===== src/rtl/axis_dispatch_pkg.sv =====
// rtl/axis_dispatch_pkg.sv - shared constants and FSM encoding for the 4-way stream dispatcher
package axis_dispatch_pkg;
    localparam int DEST_W = 2;
    localparam int N_OUT  = 4;

    typedef enum logic [1:0] {
        IDLE = 2'd0,
        FWD  = 2'd1,
        DROP = 2'd2
    } state_t;
endpackage


===== src/rtl/axis_dispatch_out_reg.sv =====
// rtl/axis_dispatch_out_reg.sv - one-deep output register slice (valid/data/last) with ready pass-through
module axis_dispatch_out_reg #(
    parameter int DATA_WIDTH = 64
) (
    input  logic                  clk,
    input  logic                  rst_n,
    input  logic                  load,
    input  logic [DATA_WIDTH-1:0] load_data,
    input  logic                  load_last,
    output logic                  free,
    output logic                  m_axis_tvalid,
    output logic [DATA_WIDTH-1:0] m_axis_tdata,
    output logic                  m_axis_tlast,
    input  logic                  m_axis_tready
);
    // Slot can take a new beat when empty or when its current beat leaves this cycle.
    assign free = !m_axis_tvalid || m_axis_tready;

    always_ff @(posedge clk or negedge rst_n) begin
        if (!rst_n) begin
            m_axis_tvalid <= 1'b0;
            m_axis_tdata  <= '0;
            m_axis_tlast  <= 1'b0;
        end else if (load) begin
            m_axis_tvalid <= 1'b1;
            m_axis_tdata  <= load_data;
            m_axis_tlast  <= load_last;
        end else if (m_axis_tready) begin
            m_axis_tvalid <= 1'b0;
        end
    end
endmodule


===== src/rtl/axis_dispatch_4.sv =====
// rtl/axis_dispatch_4.sv - routes whole packets to one of four outputs by head-beat dest field
// Optional drop counter: AXIS_DISPATCH_DROP_CNT_EN
module axis_dispatch_4
    import axis_dispatch_pkg::*;
#(
    parameter int DATA_WIDTH = 64,
    parameter int DEST_LSB   = 62
) (
    input  logic                  clk,
    input  logic                  rst_n,
    input  logic [3:0]            oen,
    input  logic                  s_axis_tvalid,
    input  logic [DATA_WIDTH-1:0] s_axis_tdata,
    input  logic                  s_axis_tlast,
    output logic                  s_axis_tready,
    output logic                  m00_axis_tvalid,
    output logic [DATA_WIDTH-1:0] m00_axis_tdata,
    output logic                  m00_axis_tlast,
    input  logic                  m00_axis_tready,
    output logic                  m01_axis_tvalid,
    output logic [DATA_WIDTH-1:0] m01_axis_tdata,
    output logic                  m01_axis_tlast,
    input  logic                  m01_axis_tready,
    output logic                  m02_axis_tvalid,
    output logic [DATA_WIDTH-1:0] m02_axis_tdata,
    output logic                  m02_axis_tlast,
    input  logic                  m02_axis_tready,
    output logic                  m03_axis_tvalid,
    output logic [DATA_WIDTH-1:0] m03_axis_tdata,
    output logic                  m03_axis_tlast,
    input  logic                  m03_axis_tready,
    output logic [15:0]           drop_cnt
);
    state_t              state_q, state_d;
    logic [DEST_W-1:0]   dest_q, dest_d, head_dest, target;
    logic                ready, fwd, drop_inc, accept;
    logic [N_OUT-1:0]    free, load, o_valid, o_last, o_ready;
    logic [DATA_WIDTH-1:0] o_data [N_OUT];

    assign head_dest     = s_axis_tdata[DEST_LSB +: DEST_W];
    assign accept        = s_axis_tvalid && ready;
    assign s_axis_tready = rst_n && ready;

    always_ff @(posedge clk or negedge rst_n) begin
        if (!rst_n) begin
            state_q <= IDLE;
            dest_q  <= '0;
        end else begin
            state_q <= state_d;
            dest_q  <= dest_d;
        end
    end

    always_comb begin
        state_d  = state_q;
        dest_d   = dest_q;
        target   = dest_q;
        ready    = 1'b0;
        fwd      = 1'b0;
        drop_inc = 1'b0;
        case (state_q)
            IDLE: begin
                target = head_dest;
                // oen is only consulted here, so mid-packet changes cannot reroute.
                if (oen[head_dest]) begin
                    fwd   = 1'b1;
                    ready = free[head_dest];
                    if (accept) begin
                        dest_d = head_dest;
                        if (!s_axis_tlast) state_d = FWD;
                    end
                end else begin
                    ready = 1'b1;
                    if (accept) begin
                        if (s_axis_tlast) drop_inc = 1'b1;
                        else              state_d  = DROP;
                    end
                end
            end
            FWD: begin
                fwd   = 1'b1;
                ready = free[dest_q];
                if (accept && s_axis_tlast) state_d = IDLE;
            end
            DROP: begin
                ready = 1'b1;
                if (accept && s_axis_tlast) begin
                    state_d  = IDLE;
                    drop_inc = 1'b1;
                end
            end
            default: state_d = IDLE;
        endcase
    end

    assign o_ready = {m03_axis_tready, m02_axis_tready, m01_axis_tready, m00_axis_tready};

    for (genvar i = 0; i < N_OUT; i++) begin : g_out
        assign load[i] = accept && fwd && (target == DEST_W'(i));
        axis_dispatch_out_reg #(.DATA_WIDTH(DATA_WIDTH)) u_out_reg (
            .clk           (clk),
            .rst_n         (rst_n),
            .load          (load[i]),
            .load_data     (s_axis_tdata),
            .load_last     (s_axis_tlast),
            .free          (free[i]),
            .m_axis_tvalid (o_valid[i]),
            .m_axis_tdata  (o_data[i]),
            .m_axis_tlast  (o_last[i]),
            .m_axis_tready (o_ready[i])
        );
    end

    assign m00_axis_tvalid = o_valid[0];
    assign m00_axis_tdata  = o_data[0];
    assign m00_axis_tlast  = o_last[0];
    assign m01_axis_tvalid = o_valid[1];
    assign m01_axis_tdata  = o_data[1];
    assign m01_axis_tlast  = o_last[1];
    assign m02_axis_tvalid = o_valid[2];
    assign m02_axis_tdata  = o_data[2];
    assign m02_axis_tlast  = o_last[2];
    assign m03_axis_tvalid = o_valid[3];
    assign m03_axis_tdata  = o_data[3];
    assign m03_axis_tlast  = o_last[3];

`ifdef AXIS_DISPATCH_DROP_CNT_EN
    always_ff @(posedge clk or negedge rst_n) begin
        if (!rst_n)
            drop_cnt <= 16'h0000;
        else if (drop_inc && drop_cnt != 16'hFFFF)
            drop_cnt <= drop_cnt + 16'h0001;
    end
`else
    logic unused_drop_inc;
    assign unused_drop_inc = drop_inc;
    assign drop_cnt        = 16'h0000;
`endif
endmodule

===== config.mk =====
export PLATFORM = sky130hd
export DESIGN_NAME = axis_dispatch_4
export DESIGN_NICKNAME = d
export VERILOG_FILES = /design/src/rtl/axis_dispatch_pkg.sv /design/src/rtl/axis_dispatch_out_reg.sv /design/src/rtl/axis_dispatch_4.sv
export SDC_FILE = /design/constraint.sdc
export NUM_CORES = 1
export LEC_CHECK = 0
export ABC_AREA = 1
export BUFFER_PORTS_ARGS = -buffer_cell sky130_fd_sc_hd__buf_4
export CAP_MARGIN = 10
export CORE_MARGIN = 5
export CORE_UTILIZATION = 35
export CTS_CLUSTER_SIZE = 16
export DETAILED_ROUTE_END_ITERATION = 7
export PLACE_DENSITY = 0.62
export SYNTH_ARGS = -nofsm -noshare
export SYNTH_HDL_FRONTEND = slang
export SYNTH_SLANG_ARGS = --single-unit

===== constraint.sdc =====
create_clock -name clk -period 2.75 [get_ports clk]
set_input_delay 0.4125 -clock clk [delete_from_list [all_inputs] [get_ports clk]]
set_output_delay 0.4125 -clock clk [all_outputs]
set_load 0.01 [all_outputs]

# == Yosys cells after proc, flatten, opt, wreduce, memory -nomap -nowiden ==
# Cells that the tools add are included.
# word_totals
reg_bits,268
latch_bits,0
ram_bits,0
romBits,0
inputBits,76
output_inout_bits,281
word_cells,75
mem_count,0
# op_classes
n_addsub,0
mul,0
n_div,0
order_cmp,2
eq_ne,8
shifts,0
mux,26
n_bitwise,0
n_reduce_logical,25
# ops
op,n
$mux 2,7
$mux 1,13
$logic_and 1x1->1,8
$reduce_bool 2->1,4
$bmux 1 s2,3
$eq 2x2->1 const B,3
$lt 2x3->1 const B,2
$reduce_and 3->1,2
$eq 2x1->1 const B,2
$logic_not 1->1,4
$logic_not 2->1,2
$logic_or 1x1->1,4
$ne 2x2->1 const B,2
$pmux 2 s2,1
$pmux 1 s3,1
$ne 2x1->1 const B,1
$pmux 1 s2,1
$reduce_or 2->1,1

# == Longest topological paths before layout ==
# Gate-level depths: netlist of the first run.
# depth
depth_word,10
ltp_mapped,14
depth_no_buf,12

# == By module ==
# Synthesis of the first run repeated with hierarchy kept, for this count alone.
# unflattened
hier_cells,1215
hier_area_um2,10656.5
# modules_own_cells
mod,instances,cells_each,area_per_inst_um2,seq_area_each_um2
axis_dispatch_out_reg,4,279,2511.2,1651.6
axis_dispatch_4,1,99,611.8,100.1

# == Worst setup path before layout of the first run ==
# OpenSTA, ideal clock, no wires.
# synth_timing
kind,register to register
from,reg state_q[0]
to,reg g_out[1].u_out_reg.m_axis_tdata[13]
setup_ns,0.123
arrival_time_ns,1.814
required_ns,2.627
slack_ns,0.813
stages_incl_launch_ff,12
n_path_buf,3
synth_period_minus_slack_ns,1.937
path_cell_list,dfrtp_1 > inv_1 > ha_1 > o21ai_1 > nor2_1 > inv_2 > clkbuf_1 > nor2_2 > buf_4 > buf_4 > nand2_1 > nand2_1
# synth_via
elab_chain_len,5
word_cells_on_any_way,10
classes_between,3 x eq/ne; 3 x mux; 4 x reduce/logical
# synth_lines
item,line_no,text
from (decl),axis_dispatch_4.sv:34,"state_t state_q, state_d;"
from (signal assigned),axis_dispatch_4.sv:49,state_q <= state_d;
$eq 2x2->1 (tied with other cells),axis_dispatch_4.sv:61,case (state_q)
$pmux 1 s3,axis_dispatch_4.sv:61,
$logic_and 1x1->1,axis_dispatch_4.sv:41,assign accept = s_axis_tvalid && ready;
$logic_and 1x1->1,axis_dispatch_4.sv:99,assign load[i] = accept && fwd && (target == DEST_W'(i));
$logic_and 1x1->1 (*),axis_dispatch_4.sv:99,
to (signal assigned),axis_dispatch_out_reg.sv:26,m_axis_tdata <= load_data;
to (decl),axis_dispatch_out_reg.sv:12,"output logic [DATA_WIDTH-1:0] m_axis_tdata,"
# Every way passes the cells marked *; elsewhere a longest branch is shown, timed or not.
# A chain may end at the register's enable or synchronous reset.

# == Worst setup path in the final report of the first run ==
# layout_timing
from,reg state_q[0]
to,reg g_out[3].u_out_reg.m_axis_tdata[37]
# layout_via
elab_chain_len,5
word_cells_on_any_way,10
classes_between,3 x eq/ne; 3 x mux; 4 x reduce/logical
# layout_lines
item,line_no
$eq 2x2->1 (tied with other cells),axis_dispatch_4.sv:61
$pmux 1 s3,axis_dispatch_4.sv:61
$logic_and 1x1->1,axis_dispatch_4.sv:41
$logic_and 1x1->1,axis_dispatch_4.sv:99
$logic_and 1x1->1 (*),axis_dispatch_4.sv:99
to (signal assigned),axis_dispatch_out_reg.sv:26
to (decl),axis_dispatch_out_reg.sv:12
# Marked as above.

==> flow_metrics.tcl, run 1 <==
set metrics [dict create \
    diodes 0 \
    drc 0 \
    synth.avg_cell_area_um2 8.893 \
    start_util 0.3524 \
    reg2regPathDepth 8 \
    grt_usage 0.2019 \
    grt_overflow 0 \
    clkLatencyLatePin_ns 0.56 \
    cts.sinks 268 \
    pwr-share-clk 0.226 \
    skew_ns 0.01561 \
    r2r-end "g_out[3].u_out_reg.m_axis_tdata[37]" \
    rsz0062_at_grt "no" \
    max_slew_margin 0.3455 \
    holdPathEnd "g_out[0].u_out_reg.m_axis_tdata[59]" \
    switchingPower_mw 6.978 \
    layout_common_cells "nand2_1, buf_4, dfrtp_1, o21ai_0, o21ai_1" \
    place.gp.congestion 0.8690 \
    numCtsBuffers 30 \
    final_core_util 0.4731 \
    grt_max_degree 128 \
    final_common_cell "nand2_1" \
    tns_ns 0 \
    end_kind "register" \
    worstMarginPinSlew_ns 0.9818 \
    worstHoldPathCells 3 \
    netlist_instances 1244 \
    slew_viol_final 0 \
    drive_gt1_frac 0.2693 \
    fmax_mhz 411.6 \
    drtPass1Iterations 5 \
    fin_crit_sh 0.8834 \
    maxCapViolations 0 \
    port_buffers 340 \
    intPower_mw 11.11 \
    antenna_found_initial 0 \
    core_um2 31390 \
    clk_pin_slew_ns 0.06 \
    yosys_warnings 0 \
    vdd_drop_max_mv 0.6593 \
    drtIter0Drc 551 \
    min_path_type "input pin to register" \
    viasPerCell 4.938 \
    place_ws_ns 0.2684 \
    cp_data_arrival_time_ns 2.92 \
    h-tree-depth 1 \
    power.density_nw_per_um2 1218 \
    grt_pass1_wl_um 57960 \
    syn2layout_area_growth_pct 34.26 \
    total_leakage_power_nw 7.868 \
    fin_crit_ns 2.429 \
    nets 1634 \
    status "finished clean" \
    totalWireLength_um 36810 \
    cts_tree "yes" \
    grt_pass1_vias 10089 \
    path_class "register to register" \
    hold_viol 0 \
    startpoint_type "register" \
    finalSetupViolCount 0 \
    dieHeight_um 187.8 \
    worst_slack_ns 0.3206 \
    ant_nets 0 \
    worst_ep_required_time_ns 3.24 \
    detailed_place_hpwl_um 24200 \
    post-route-cell-area_um2 14850 \
    r2r_slack_ns 0.32 \
    dp_cells 1923 \
    fin_cells 1980 \
    place_area_um2 13830 \
    io_pins 357 \
    cp_max_fo 102 \
    rows 65 \
    wire_per_inst_um 18.59 \
    dr_total_vias 9777 \
    die_x_um 187.8 \
    rr_startpoint "state_q[0]" \
    dieArea_um2 35270 \
    pwr-share-comb 0.409 \
    min_from "s_axis_tdata[59]" \
    swShare 0.3858 \
    syn_area_um2 11060 \
    ys_ff_latch 268 \
    clock_path_buffers 3 \
    ys_types 23 \
    clockRootBuffer "clkbuf_16" \
    p_seq_frac 0.365 \
    ys_seq_area_frac 0.6062 \
]
[state kept, by name, indices dropped and copies added (netlist names)]
register / cells
dest_q: 2
state_q: 2
g_out.u_out_reg.m_axis_tdata: 256
g_out.u_out_reg.m_axis_tlast: 4
g_out.u_out_reg.m_axis_tvalid: 4
[critical path, cell delays in order, from the launching register on]
cell     delay [ns]
dfrtp_1        0.39
inv_1          0.08
ha_1           0.30
nand2_1        0.14
nand2_1        0.10
nand4_4        0.22
buf_4          0.75
o21ai_0        0.18
nand2_1        0.11
[per-layer routing]
layer	global-route usage	routed length (µm)
met5	0	0
met4	0.06042	1255
met3	0.06739	3501
met2	0.3177	16670
met1	0.2670	15380
[synth_stat cells, drive strengths merged]
cell type | instances | area share
a21oi | 1 | 0.00045
and3 | 1 | 0.00057
buf | 81 | 0.051
clkbuf | 22 | 0.0076
conb | 1 | 0.00034
dfrtp | 268 | 0.61
ha | 4 | 0.0045
inv | 25 | 0.0085
nand2 | 543 | 0.18
nand3 | 17 | 0.0077
nand4 | 4 | 0.0036
nor2 | 9 | 0.0035
o21ai | 266 | 0.12
o2bb2ai | 2 | 0.0016
[worst max path at each step]
stage                     start                             endpoint  slack, ns  depth (start not counted)
2_1_floorplan        state_q[0]  g_out[1].u_out_reg.m_axis_tdata[13]       0.81                         11
3_3_place_gp   s_axis_tdata[62]  g_out[0].u_out_reg.m_axis_tdata[39]       0.33                         12
3_5_place_dp   s_axis_tdata[62]  g_out[3].u_out_reg.m_axis_tdata[37]       0.27                         12
4_1_cts              state_q[0]  g_out[3].u_out_reg.m_axis_tdata[37]       0.35                          8
5_1_grt               dest_q[0]  g_out[0].u_out_reg.m_axis_tdata[42]       0.14                         10
6_report             state_q[0]  g_out[3].u_out_reg.m_axis_tdata[37]       0.32                          8
[final cells by class]
type | count | area (µm²)
Clock buffer | 48 | 908.4
Clock inverter | 8 | 108.9
Fill cell | 3001 | 16540
Inverter | 25 | 93.84
Multi-Input combinational cell | 863 | 3700
Sequential cell | 268 | 6706
Tap cell | 402 | 503.0
Timing Repair Buffer | 366 | 2833
[stage by stage]
step | total power [mW] | hold WS (ns)
floorplan | 9.928 | 0.1169
global placement | 13.96 | 0.3678
detailed placement | 14.13 | 0.3668
CTS | 18.30 | 0.05427
global route | 19.33 | 0.07497
finish | 18.09 | 0.08517
[power by group through the flow]
stage | clock network (mW) | logic (mW) | registers, mW
6_report | 4.09 | 7.40 | 6.60
5_1_grt | 4.36 | 8.16 | 6.80
4_1_cts | 4.19 | 7.51 | 6.60
3_5_place_dp | 0 | 7.50 | 6.63
3_3_place_gp | 0 | 7.36 | 6.59
2_1_floorplan | 0 | 2.67 | 7.26
[logic make-up (layout without fill, tap and decap cells)]
kind of cell / after synthesis / in the layout / share of synthesized area
and+or+nand+nor: 574 / 574 / 0.1998
AOI/OAI and AO/OA: 269 / 269 / 0.1224
DFF: 268 / 268 / 0.6062
buffers and inverters: 128 / 447 / 0.06673
adders and majority gates: 4 / 4 / 0.004524
other: 1 / 16 / 0.0003390
[timing repair]
action / in CTS / in global routing
gates resized for setup: 0 / 0
hold buffers: 1 / 0
hold endpoints to repair: 53 / 0
setup buffers: 0 / 0
Power figures use the tool's default switching activity.
==> inputs of run 2 (changes only) <==
Settings changed: MAX_ROUTING_LAYER set to met4.
Clock period 2.75 ns to 2.4 ns, I/O delays scaled along.
==> flow_metrics.tcl, run 2 (synthesis gave the netlist of run 1 again) <==
set metrics [dict create \
    place.gp.congestion 0.8819 \
    worst_ep_required_time_ns 2.04 \
    hold_viol 0 \
    grt_pass1_vias 10037 \
    end_kind "primary output" \
    dr_total_vias 9612 \
    worst-path-buf-inv 2 \
    maxCapViolations 0 \
    antenna_found_initial 0 \
    dieArea_um2 35270 \
    port_buffers 340 \
    drive_gt1_frac 0.2673 \
    cts.sinks 268 \
    max_slew_margin 0.3844 \
    syn2layout_area_growth_pct 34.86 \
    numCtsBuffers 30 \
    io_pins 357 \
    power_mw 20.64 \
    fill_cells 2981 \
    totalWireLength_um 36430 \
    clock_path_buffers 3 \
    clockRootBuffer "clkbuf_16" \
    finalSetupViolCount 0 \
    grt_pass1_wl_um 57640 \
    top_register "g_out.u_out_reg.m_axis_tdata" \
    clkLatencyLatePin_ns 0.56 \
    reg_top3 "g_out.u_out_reg.m_axis_tdata (256), g_out.u_out_reg.m_axis_tlast (4), g_out.u_out_reg.m_axis_tvalid (4)" \
    h-tree-depth 1 \
    grt_max_degree 149 \
    slowest_delay_ns 0.42 \
    slew_viol_final 0 \
    rsz0062_at_grt "no" \
    clk_pin_slew_ns 0.06 \
    min_path_type "input pin to register" \
    cp_data_arrival_time_ns 1.90 \
    drtPass1Iterations 5 \
    cpMostUsedCell "nand3_1" \
    grt_overflow 0 \
    grt_usage 0.2076 \
    path_delay_family "simple AND/OR/NAND/NOR gates" \
    core_um2 31390 \
    power.density_nw_per_um2 1383 \
    cp_max_fo 5 \
    whs_ns 0.03698 \
    fin_cells 1977 \
    layout_common_cells "nand2_1, buf_4, dfrtp_1, o21ai_0, o21ai_1" \
    ff_latch_area_um2 6706 \
    detailed_place_hpwl_um 23660 \
    dieHeight_um 187.8 \
    skew_ns 0.02279 \
    drc 0 \
    drtIter0Drc 645 \
    fin_crit_sh 0.9400 \
    rows 65 \
    die_x_um 187.8 \
    start_util 0.3524 \
    cts_tree "yes" \
    wire_per_inst_um 18.43 \
    postCtsSetupRepairBufs 0 \
    final_core_util 0.4752 \
    startpoint_type "register" \
    dp_cells 1923 \
    largest_reg_flops 256 \
    vdd_drop_max_mv 0.6502 \
    ant_nets 0 \
    fin_crit_ns 2.256 \
    total_leakage_power_nw 7.872 \
    worstMarginPinSlew_ns 0.9234 \
    final_common_cell "nand2_1" \
    nets 1634 \
    worst_path_max_delay_cell "dfrtp_1" \
    multi_input_area_um2 3702 \
    tns_ns 0 \
    status "finished clean" \
    diodes 0 \
    viasPerCell 4.862 \
    fmax_mhz 443.3 \
    path_class "register to primary output" \
    crit_chain "inv_1 > nand3_1 > nand3_1 > nand2_1 > a21oi_1 > nand2_2 > and3_1 > buf_4" \
]
-- run 2: cell count changes in the layout (fill, tap and decap cells not counted), sizes merged --
cell      before  now
clkbuf        48   49
clkinv         6    2
bufinv         2    1
clkinvlp       0    1
-- run 2: layout make-up --
class                           instances  share of cell area
Clock buffer                           49             0.06122
Multi-Input combinational cell        863              0.2482
Clock inverter                          4            0.003438
Sequential cell                       268              0.4495
Tap cell                              402             0.03371
Timing Repair Buffer                  366              0.1977
Inverter                               25            0.006290
-- run 2: repair_timing --
| item | CTS | global route |
|---|---|---|
| endpoints found under the hold margin | 127 | 0 |
| endpoints found under the setup margin | 0 | 71 |
| resized for setup | 0 | 2 |
| hold buffers | 1 | 0 |
-- run 2: worst min-delay path: stages --
cell and delay [ns]:
buf_4 0.10, nand2_1 0.05, nand2_1 0.05
-- run 2: power by group --
part / switching [mW] / leakage [nW] / internal [mW] / total (mW)
clock network: 1.81 / 0.468 / 2.68 / 4.49
logic: 4.99 / 3.98 / 3.59 / 8.58
registers: 1.11 / 3.42 / 6.46 / 7.56
-- run 2: routing by layer --
layer	wire, µm	GRT usage	vias up
met3	3100	0.06329	49
met4	877	0.04687	0
li1	-	-	4572
met1	15550	0.2657	4624
met2	16900	0.3277	367
met5	0	-	-
-- run 2: stage by stage --
| step | cell area (µm²) | worst slack (ns) |
|---|---|---|
| 2_1_floorplan | 11120 | 0.4627 |
| 3_3_place_gp | 13940 | 0.1343 |
| 3_5_place_dp | 13940 | 0.08327 |
| 4_1_cts | 14910 | 0.08907 |
| 5_1_grt | 14920 | 0.02335 |
| 6_report | 14920 | 0.1441 |
-- run 2: path summary, 6_finish.rpt --
kind | from | to | slack [ns] | cells after the start
setup / recovery | dest_q[0] | s_axis_tready | 0.14 | 8
hold / removal | s_axis_tdata[55] | g_out[2].u_out_reg.m_axis_tdata[55] | 0.04 | 3
setup reg to reg | dest_q[0] | g_out[2].u_out_reg.m_axis_tdata[26] | 0.27 | 10
hold reg to reg | g_out[3].u_out_reg.m_axis_tdata[63] | g_out[3].u_out_reg.m_axis_tdata[63] | 0.48 | 2
max in group asynchronous | rst_n | g_out[3].u_out_reg.m_axis_tdata[0] | 1.17 | 3
min in group asynchronous | rst_n | g_out[2].u_out_reg.m_axis_tdata[3] | 0.47 | 3
